`src/rtl/dsp_cfg_pkg.sv`:
```
// Shared definitions for the configuration chain loader: FSM encoding and CRC-16 constants.
// Latency: n/a (types, constants and a pure function only).
// Backpressure: n/a.
package dsp_cfg_pkg;

  typedef enum logic [1:0] {
    IDLE   = 2'd0,
    LOAD   = 2'd1,
    VERIFY = 2'd2,
    FINISH = 2'd3
  } cfg_state_e;

  localparam logic [15:0] CRC_POLY = 16'h1021;
  localparam logic [15:0] CRC_INIT = 16'hFFFF;

  // One MSB-first serial CRC-16 step.
  function automatic logic [15:0] crc16_step(input logic [15:0] crc, input logic din);
    logic fb;
    fb = crc[15] ^ din;
    return {crc[14:0], 1'b0} ^ (fb ? CRC_POLY : 16'h0000);
  endfunction

endpackage

```
`src/rtl/cfg_crc16_serial.sv`:
```
// cfg_crc16_serial: one-bit-per-clock CRC-16 accumulator (poly 0x1021, MSB-first).
// Latency: the CRC register reflects a bit one clock after en_i samples it.
// Backpressure: none; the caller gates en_i.
// Ports: clk/rst_n; init_i loads CRC_INIT; en_i/bit_i feed one bit; crc_o is the running CRC.
module cfg_crc16_serial
  import dsp_cfg_pkg::*;
(
  input  logic        clk,
  input  logic        rst_n,
  input  logic        init_i,
  input  logic        en_i,
  input  logic        bit_i,
  output logic [15:0] crc_o
);

  logic [15:0] crc_q;
  logic [15:0] crc_d;

  always_comb begin
    crc_d = crc_q;
    if (init_i) begin
      crc_d = CRC_INIT;
    end else if (en_i) begin
      crc_d = crc16_step(crc_q, bit_i);
    end
  end

  always_ff @(posedge clk or negedge rst_n) begin
    if (!rst_n) begin
      crc_q <= 16'h0000;
    end else begin
      crc_q <= crc_d;
    end
  end

  assign crc_o = crc_q;

endmodule

```
`src/rtl/config_chain_loader.sv`:
```
// config_chain_loader: shifts a host word stream into a serial configuration chain, optional CRC readback.
// Latency: CHAIN_LEN shifts (plus refill bubbles) in LOAD, CHAIN_LEN cycles in VERIFY, one FINISH cycle.
// Backpressure: s_ready only while the word buffer is empty; a host stall holds configuration_enable low.
// Ports: clk/rst_n; start/verify_en request; s_data/s_valid/s_ready word stream (bit 0 first);
//        configuration_enable/_input/_output chain interface; busy/done/error/crc_out status.
module config_chain_loader
  import dsp_cfg_pkg::*;
#(
  parameter int CHAIN_LEN = 4,
  parameter int WORD_W    = 16
) (
  input  logic              clk,
  input  logic              rst_n,
  input  logic              start,
  input  logic              verify_en,
  input  logic [WORD_W-1:0] s_data,
  input  logic              s_valid,
  output logic              s_ready,
  output logic              configuration_enable,
  output logic              configuration_input,
  input  logic              configuration_output,
  output logic              busy,
  output logic              done,
  output logic              error,
  output logic [15:0]       crc_out
);

  localparam int CNT_W = $clog2(CHAIN_LEN + 1);
  localparam int BUF_W = $clog2(WORD_W + 1);

  cfg_state_e        state_q, state_d;
  logic [CNT_W-1:0]  shift_cnt_q, shift_cnt_d;  // shifts done in the current phase
  logic [CNT_W-1:0]  req_cnt_q, req_cnt_d;      // bits taken from the host so far
  logic [WORD_W-1:0] buf_q, buf_d;              // word buffer, bit 0 is next out
  logic [BUF_W-1:0]  buf_cnt_q, buf_cnt_d;      // useful bits left in the buffer
  logic              ce_q, ce_d;
  logic              cin_q, cin_d;
  logic              verify_q, verify_d;
  logic              error_q, error_d;

  logic              start_acc;
  logic              accept;
  logic              crc_mism;
  logic [31:0]       rem_bits;
  logic [31:0]       take_bits;
  logic [15:0]       crc_ld;
  logic [15:0]       crc_rb;

  assign start_acc = (state_q == IDLE) && start;
  assign s_ready   = (state_q == LOAD) && (buf_cnt_q == '0) &&
                     (req_cnt_q < CNT_W'(CHAIN_LEN));
  assign accept    = s_valid && s_ready;

  // Only the bits still needed by the chain are kept from a word; the rest are dropped.
  assign rem_bits  = 32'(CHAIN_LEN) - 32'(req_cnt_q);
  assign take_bits = (rem_bits > 32'(WORD_W)) ? 32'(WORD_W) : rem_bits;

  always_comb begin
    state_d     = state_q;
    shift_cnt_d = shift_cnt_q;
    req_cnt_d   = req_cnt_q;
    buf_d       = buf_q;
    buf_cnt_d   = buf_cnt_q;
    ce_d        = 1'b0;
    cin_d       = 1'b0;
    verify_d    = verify_q;
    error_d     = error_q;

    case (state_q)
      IDLE: begin
        if (start) begin
          state_d     = LOAD;
          shift_cnt_d = '0;
          req_cnt_d   = '0;
          buf_cnt_d   = '0;
          verify_d    = verify_en;
          error_d     = 1'b0;
        end
      end
      LOAD: begin
        // ce_q high means the bit in cin_q is shifted at this edge.
        if (ce_q) begin
          shift_cnt_d = shift_cnt_q + CNT_W'(1);
        end
        if (buf_cnt_q != '0) begin
          ce_d      = 1'b1;
          cin_d     = buf_q[0];
          buf_d     = buf_q >> 1;
          buf_cnt_d = buf_cnt_q - BUF_W'(1);
        end else if (accept) begin
          buf_d     = s_data;
          buf_cnt_d = BUF_W'(take_bits);
          req_cnt_d = req_cnt_q + CNT_W'(take_bits);
        end
        if (ce_q && (shift_cnt_q == CNT_W'(CHAIN_LEN - 1))) begin
          shift_cnt_d = '0;
          state_d     = verify_q ? VERIFY : FINISH;
        end
      end
      VERIFY: begin
        shift_cnt_d = shift_cnt_q + CNT_W'(1);
        if (shift_cnt_q == CNT_W'(CHAIN_LEN - 1)) begin
          shift_cnt_d = '0;
          state_d     = FINISH;
        end
      end
      FINISH: begin
        state_d = IDLE;
        error_d = error_q | crc_mism;
      end
      default: begin
        state_d = IDLE;
      end
    endcase
  end

  always_ff @(posedge clk or negedge rst_n) begin
    if (!rst_n) begin
      state_q     <= IDLE;
      shift_cnt_q <= '0;
      req_cnt_q   <= '0;
      buf_q       <= '0;
      buf_cnt_q   <= '0;
      ce_q        <= 1'b0;
      cin_q       <= 1'b0;
      verify_q    <= 1'b0;
      error_q     <= 1'b0;
    end else begin
      state_q     <= state_d;
      shift_cnt_q <= shift_cnt_d;
      req_cnt_q   <= req_cnt_d;
      buf_q       <= buf_d;
      buf_cnt_q   <= buf_cnt_d;
      ce_q        <= ce_d;
      cin_q       <= cin_d;
      verify_q    <= verify_d;
      error_q     <= error_d;
    end
  end

  cfg_crc16_serial u_crc_load (
    .clk    (clk),
    .rst_n  (rst_n),
    .init_i (start_acc),
    .en_i   ((state_q == LOAD) && ce_q),
    .bit_i  (cin_q),
    .crc_o  (crc_ld)
  );

  cfg_crc16_serial u_crc_readback (
    .clk    (clk),
    .rst_n  (rst_n),
    .init_i (start_acc),
    .en_i   (state_q == VERIFY),
    .bit_i  (configuration_output),
    .crc_o  (crc_rb)
  );

  assign crc_mism = verify_q && (crc_ld != crc_rb);

  // In VERIFY the tail is fed straight back to the head so the chain rotates once and ends unchanged.
  assign configuration_enable = (state_q == VERIFY) || ((state_q == LOAD) && ce_q);
  assign configuration_input  = (state_q == VERIFY) ? configuration_output : cin_q;
  assign busy                 = (state_q != IDLE);
  assign done                 = (state_q == FINISH);
  assign error                = error_q || ((state_q == FINISH) && crc_mism);
  assign crc_out              = crc_ld;

endmodule

```
`config.mk`:
```
export PLATFORM = sky130hd
export DESIGN_NAME = config_chain_loader
export DESIGN_NICKNAME = d
export VERILOG_FILES = /design/src/rtl/dsp_cfg_pkg.sv /design/src/rtl/cfg_crc16_serial.sv /design/src/rtl/config_chain_loader.sv
export SDC_FILE = /design/constraint.sdc
export NUM_CORES = 1
export LEC_CHECK = 0
export ABC_AREA = 1
export CAP_MARGIN = 20
export CORE_UTILIZATION = 55
export DETAILED_ROUTE_END_ITERATION = 10
export GPL_TIMING_DRIVEN = 0
export PLACE_DENSITY_LB_ADDON = 0.25
export REMOVE_ABC_BUFFERS = 1
export SLEW_MARGIN = 20
export SYNTH_ARGS = -nofsm -noshare
export SYNTH_HDL_FRONTEND = slang
export SYNTH_SLANG_ARGS = --single-unit
```
`constraint.sdc`:
```
create_clock -name clk -period 2.4 [get_ports clk]
set_input_delay 0.48 -clock clk [delete_from_list [all_inputs] [get_ports clk]]
set_output_delay 0.48 -clock clk [all_outputs]
set_load 0.1 [all_outputs]
```
# [After elaboration in Yosys (flattened, before gate mapping)]
# Index checks and enable logic that the tools add are counted.
[word_totals] register_bits=65 latchBits=0 ramBits=0 mem_bits_ro=0 out_inout_bits=22 n_memories=0
[op_classes] addsub=4 n_mul=0 div_mod_pow=0 magnitude_cmp=2 eq_ne=12 shifts=0 mux=33 bitwise_logic=5 reduce_logical=27
[op_table] operator="16-bit 2-to-1 mux" n=6
[op_table] operator="32-bit by 5-bit greater-than comparator with 1-bit output, second input constant" n=1
[op_table] operator="16-bit bitwise XOR" n=2
[op_table] operator="13-bit 2-to-1 mux" n=2
[op_table] operator="5-bit 2-to-1 mux" n=4
[op_table] operator="3-bit 2-to-1 mux" n=6
[op_table] operator="16-bit != test" n=1
[op_table] operator="2-bit nonzero test" n=6
[op_table] operator="5-bit case mux with 2 select lines" n=1
[op_table] operator="3-bit case mux with 3 select lines" n=1
[op_table] operator="3-bit AND reduction" n=3
[op_table] operator="1-bit logical AND" n=8
[op_table] operator="2-bit != test, second input constant" n=4
[op_table] operator="2-bit case mux with 4 select lines" n=1
[op_table] operator="1-bit 2-to-1 mux" n=7
[op_table] operator="2-bit 2-to-1 mux" n=3
[op_table] operator="3-bit by 2-bit != test with 1-bit output, second input constant" n=2
[op_table] operator="3-bit case mux with 2 select lines" n=1
[op_table] operator="2-bit AND reduction" n=3
[op_table] operator="5-bit logical NOT" n=1
[op_table] operator="5-bit nonzero test" n=1
[op_table] operator="5-bit by 1-bit subtractor with 5-bit output, second input constant" n=1
[op_table] operator="2-bit == test, second input constant" n=2
[op_table] operator="4-bit AND reduction" n=1
[op_table] operator="13 further kinds" n=15

# [Logic depth before layout (Yosys ltp)]
[logic_depth] word_depth=7 mapped_depth=10 depth_no_buf=10

# [Modules after synthesis]
# Synthesis repeated with hierarchy kept, for this count alone.
[unflattened] hier_cells=448 area_unflattened_um2=3608.5
[by_module_without_submodules] module="config_chain_loader" n_inst=1 cells_per_inst=314 area_each_um2=2159.6 seq_area_each_um2=825.8
[by_module_without_submodules] module="cfg_crc16_serial" n_inst=2 cells_per_inst=67 area_each_um2=724.4 seq_area_each_um2=400.4

# [Worst setup path after synthesis]
# Ideal clock, no wire load.
[synth_path] path_kind="reg-to-output" start="register state_q[0]" end="output error" arrival_time_ps=3509 setup_slack_ps=-1589 stages_incl_launch_ff=4 path_cell_list="dfrtp_1 ha_1 inv_1 o21ai_0"
[synth_via] elab_chain_cells=3
[synth_lines] element="from (decl)" line="config_chain_loader.sv:31" source="cfg_state_e state_q, state_d;"
[synth_lines] element="from (signal assigned)" line="config_chain_loader.sv:129" source="state_q <= state_d;"
[synth_lines] element="2-bit == test"
[synth_lines] element="via done" line="config_chain_loader.sv:23" source="output logic done,"
[synth_lines] element="1-bit logical AND" line="config_chain_loader.sv:166" source="assign error = error_q || ((state_q == FINISH) && crc_mism);"
[synth_lines] element="1-bit logical OR" line="config_chain_loader.sv:166"
[synth_lines] element="to (decl)" line="config_chain_loader.sv:24" source="output logic error,"
# The timed path passes the listed nets, and every way through them passes these cells.

# [Worst setup path in the final report]
[layout_path] start="register u_crc_load.crc_q[5] (netlist: u_crc_load.crc_o[5])" end="output crc_out[5]"
[layout_lines] element="from (decl)" line="cfg_crc16_serial.sv:16" source="logic [15:0] crc_q;"
[layout_lines] element="from (signal assigned)" line="cfg_crc16_serial.sv:32" source="crc_q <= crc_d;"
[layout_lines] element="to (decl)" line="config_chain_loader.sv:25" source="output logic [15:0] crc_out"
# No word-level cell between the ends.

==> flow_summary.toml <==
[logic_synthesis]
synth_warnings = 0
synth_cell_types = 25
yosysTopAreaCell = "dfrtp_1"
netlist_area_um2 = 3427
syn-instance-count = 449
ys_ff_latch = 65
seq_area_frac_synth_pct = 47.46
synth.top_cell.area_share_pct = 47.46
avgSynthCellArea_um2 = 7.633
ys_top_cells_by_area = "dfrtp_1 47%, nand2_1 19%, inv_1 6.6%"

[global_routing]
antenna_found_initial = 0
grt_pass1_wl_mm = 12.76
first_global_vias = 2946
grt_usage_pct = 25.99
grt_max_degree = 38
grt_overflow = 0

[setup_path]
cp.required_ns = 1.92
crit_path_start_kind = "flop"
r2r_cells = 10
cp.arrival_ns = 1.88
cp.depth = 1
cpMaxStageDelayCell = "clkdlybuf4s50_1"
crit_family = "buffers and inverters"
worst-path-buf-inv = 1
crit_path_end_kind = "primary output"
cp_cell_sequence = "clkdlybuf4s50_1"
cp_max_fo = 4
cpPeakStageDelay_ns = 1.15
crit_type = "flop to primary output"

[sta]
relSlewSlack_pct = 35.67
fmax_mhz = 422.9
holdWs_ns = 0.04944
drv_slew = 0
hold_violations = 0
rsz0062_at_grt = "yes"
post-route-min-period_ns = 2.365
fin_crit_sh_pct = 98.53
worst_pin_slew_ns = 0.9619
setup-tns-final_ns = 0
setup_violations = 0
skew_ns = 0.009209

[cts]
clkSlewWorstSetupHoldPaths_ns = 0.07
cts_tree = "built"
numCtsBuffers = 9
htreeDepth = 3
cts-root-buf = "clkbuf_8"
insertion_delay_ns = 0.35
cts.sinks = 65
postCtsHoldBufs = 0
cts.path.max_buffers = 2

[cells_and_area]
drive_gt1_share_pct = 7.415
antenna_cells = 0
nNetsFinal = 527
area_growth_pct = 20.99

[status]
run_status = "finished, final reports clean"

[pwr]
powerDensity_nw_per_um2 = 1307
p_total_mw = 5.421
vdd_drop_max_mv = 0.8872
p_leak_nw = 2.191

[floorplan]
dieArea_um2 = 6550
start_util_pct = 57.54
core_um2 = 5956
die_y_um = 80.94
dieWidth_um = 80.94
ios = 44
rows = 28

[route]
viasPerCell = 5.382
vias = 3089
ant_nets = 0
drt_iter0_drc = 161
routedWlPerCell_um = 13.21
drc_errors = 0
drt-total-wl_mm = 7.580
dr.pass1.iters = 5

[placed_design]
port_buffers = 43
place.gp.congestion = 0.8136
dp_hpwl_mm = 5.193

[hold_path]
hold_path.class = "input port to async pin"

[flow_run]
drv_cap = 0
## per-stage QoR
stage               area, um2  cells  utilization (%)  setup slack [ns]
detailed placement       3911    557            65.67            -1.100
global placement         3894    556            65.38            -1.366
finish                   4146    574            69.62           0.03533
global route             4146    574            69.62          -0.03136
floorplan                3369    438                -            -1.589
CTS                      4109    572            68.99           -0.2153
## cells by family after synthesis
group	count (synthesis)	synth area share (%)
flip-flops	65	47.46
AND/OR/NAND/NOR	245	29.61
XOR/XNOR	3	0.7668
AO/OA/AOI/OAI	55	10.26
adder cells (fa/ha/maj)	10	3.651
buffers and inverters	71	8.251
## layout make-up
class                   instances  area, um2
repair buffers                 46      462.9
clock buffers                  12      155.1
flip-flops and latches         65       1627
clock inverters                 3      40.04
fillers                       513       1809
multi-input cells             313       1543
inverters                      60      225.2
well taps                      75      93.84
## cell usage after synthesis
cell type  count
nand2_1      177
dfrtp_1       65
inv_1         60
a22oi_1       28
nand3_1       28
nor2_1        26
o21ai_0       15
ha_1          10
a21oi_1        8
clkbuf_1       5
buf_2          4
nor3_1         4
nand2_2        3
o22ai_1        3
or2_2          2
xnor2_1        2
buf_4          1
buf_6          1
nand3b_1       1
nand4_1        1
nand4_4        1
nor2_2         1
nor2_8         1
o31ai_1        1
xor2_1         1
## repair_timing
item | 4_1_cts | 5_1_grt
gates resized for setup | 34 | 13
pin swaps | 0 | 1
setup buffers | 0 | 2
setup endpoints to repair | 39 | 24
## report_power, final
| group | switching [mW] | internal [mW] | leakage [nW] |
|---|---|---|---|
| Sequential | 0.214 | 1.41 | 0.723 |
| Combinational | 2.04 | 0.819 | 1.37 |
| Clock | 0.411 | 0.527 | 0.102 |
| Total | 2.67 | 2.76 | 2.19 |
## placed cells by master, fill, tap and decap left out, types with 2 or more instances in the layout
cell	n
buf_4	3
buf_6	2
xnor2_1	2
dfrtp_1	65
clkinv_2	2
clkbuf_8	12
nor2_1	23
inv_1	60
ha_1	9
o22ai_1	3
nand3_1	28
o21ai_0	14
nand2_2	3
or2_2	2
dlymetal6s2s_1	3
clkdlybuf4s50_1	32
nor2_2	4
nor3_1	3
a21oi_1	8
nand2_1	177
a22oi_1	28
## worst paths after layout
path | slack [ns] | endpoint | startpoint
worst max-delay path | 0.04 | crc_out[5] | u_crc_load.crc_o[5]$_DFFE_PN0P_
worst min-delay path | 0.05 | u_crc_readback.crc_o[3]$_DFFE_PN0P_ | rst_n
worst max register to register | 0.27 | buf_q[5]$_DFFE_PN0P_ | buf_cnt_q[0]$_DFFE_PN0P_
worst min register to register | 0.47 | buf_q[7]$_DFFE_PN0P_ | buf_q[7]$_DFFE_PN0P_
max in group asynchronous | 1.82 | buf_cnt_q[0]$_DFFE_PN0P_ | rst_n
min in group clk | 0.47 | buf_q[7]$_DFFE_PN0P_ | buf_q[7]$_DFFE_PN0P_
## metal layers
layer / vias to the layer above / global-route usage, % / wire length, um
met4: 0 / 10.89 / 174
met2: 96 / 45.71 / 3736
met5: - / 0 / 0
li1: 1515 / - / -
met3: 19 / 5.955 / 419
met1: 1459 / 30.32 / 3250
## flip-flops by register name, summed over array words and instances (netlist names)
name,count
ce_q,1
error_q,1
shift_cnt_q,3
buf_q,16
u_crc_readback.crc_o,16
state_q,2
verify_q,1
req_cnt_q,3
u_crc_load.crc_o,16
buf_cnt_q,5
cin_q,1
Power figures use the tool's default switching activity.
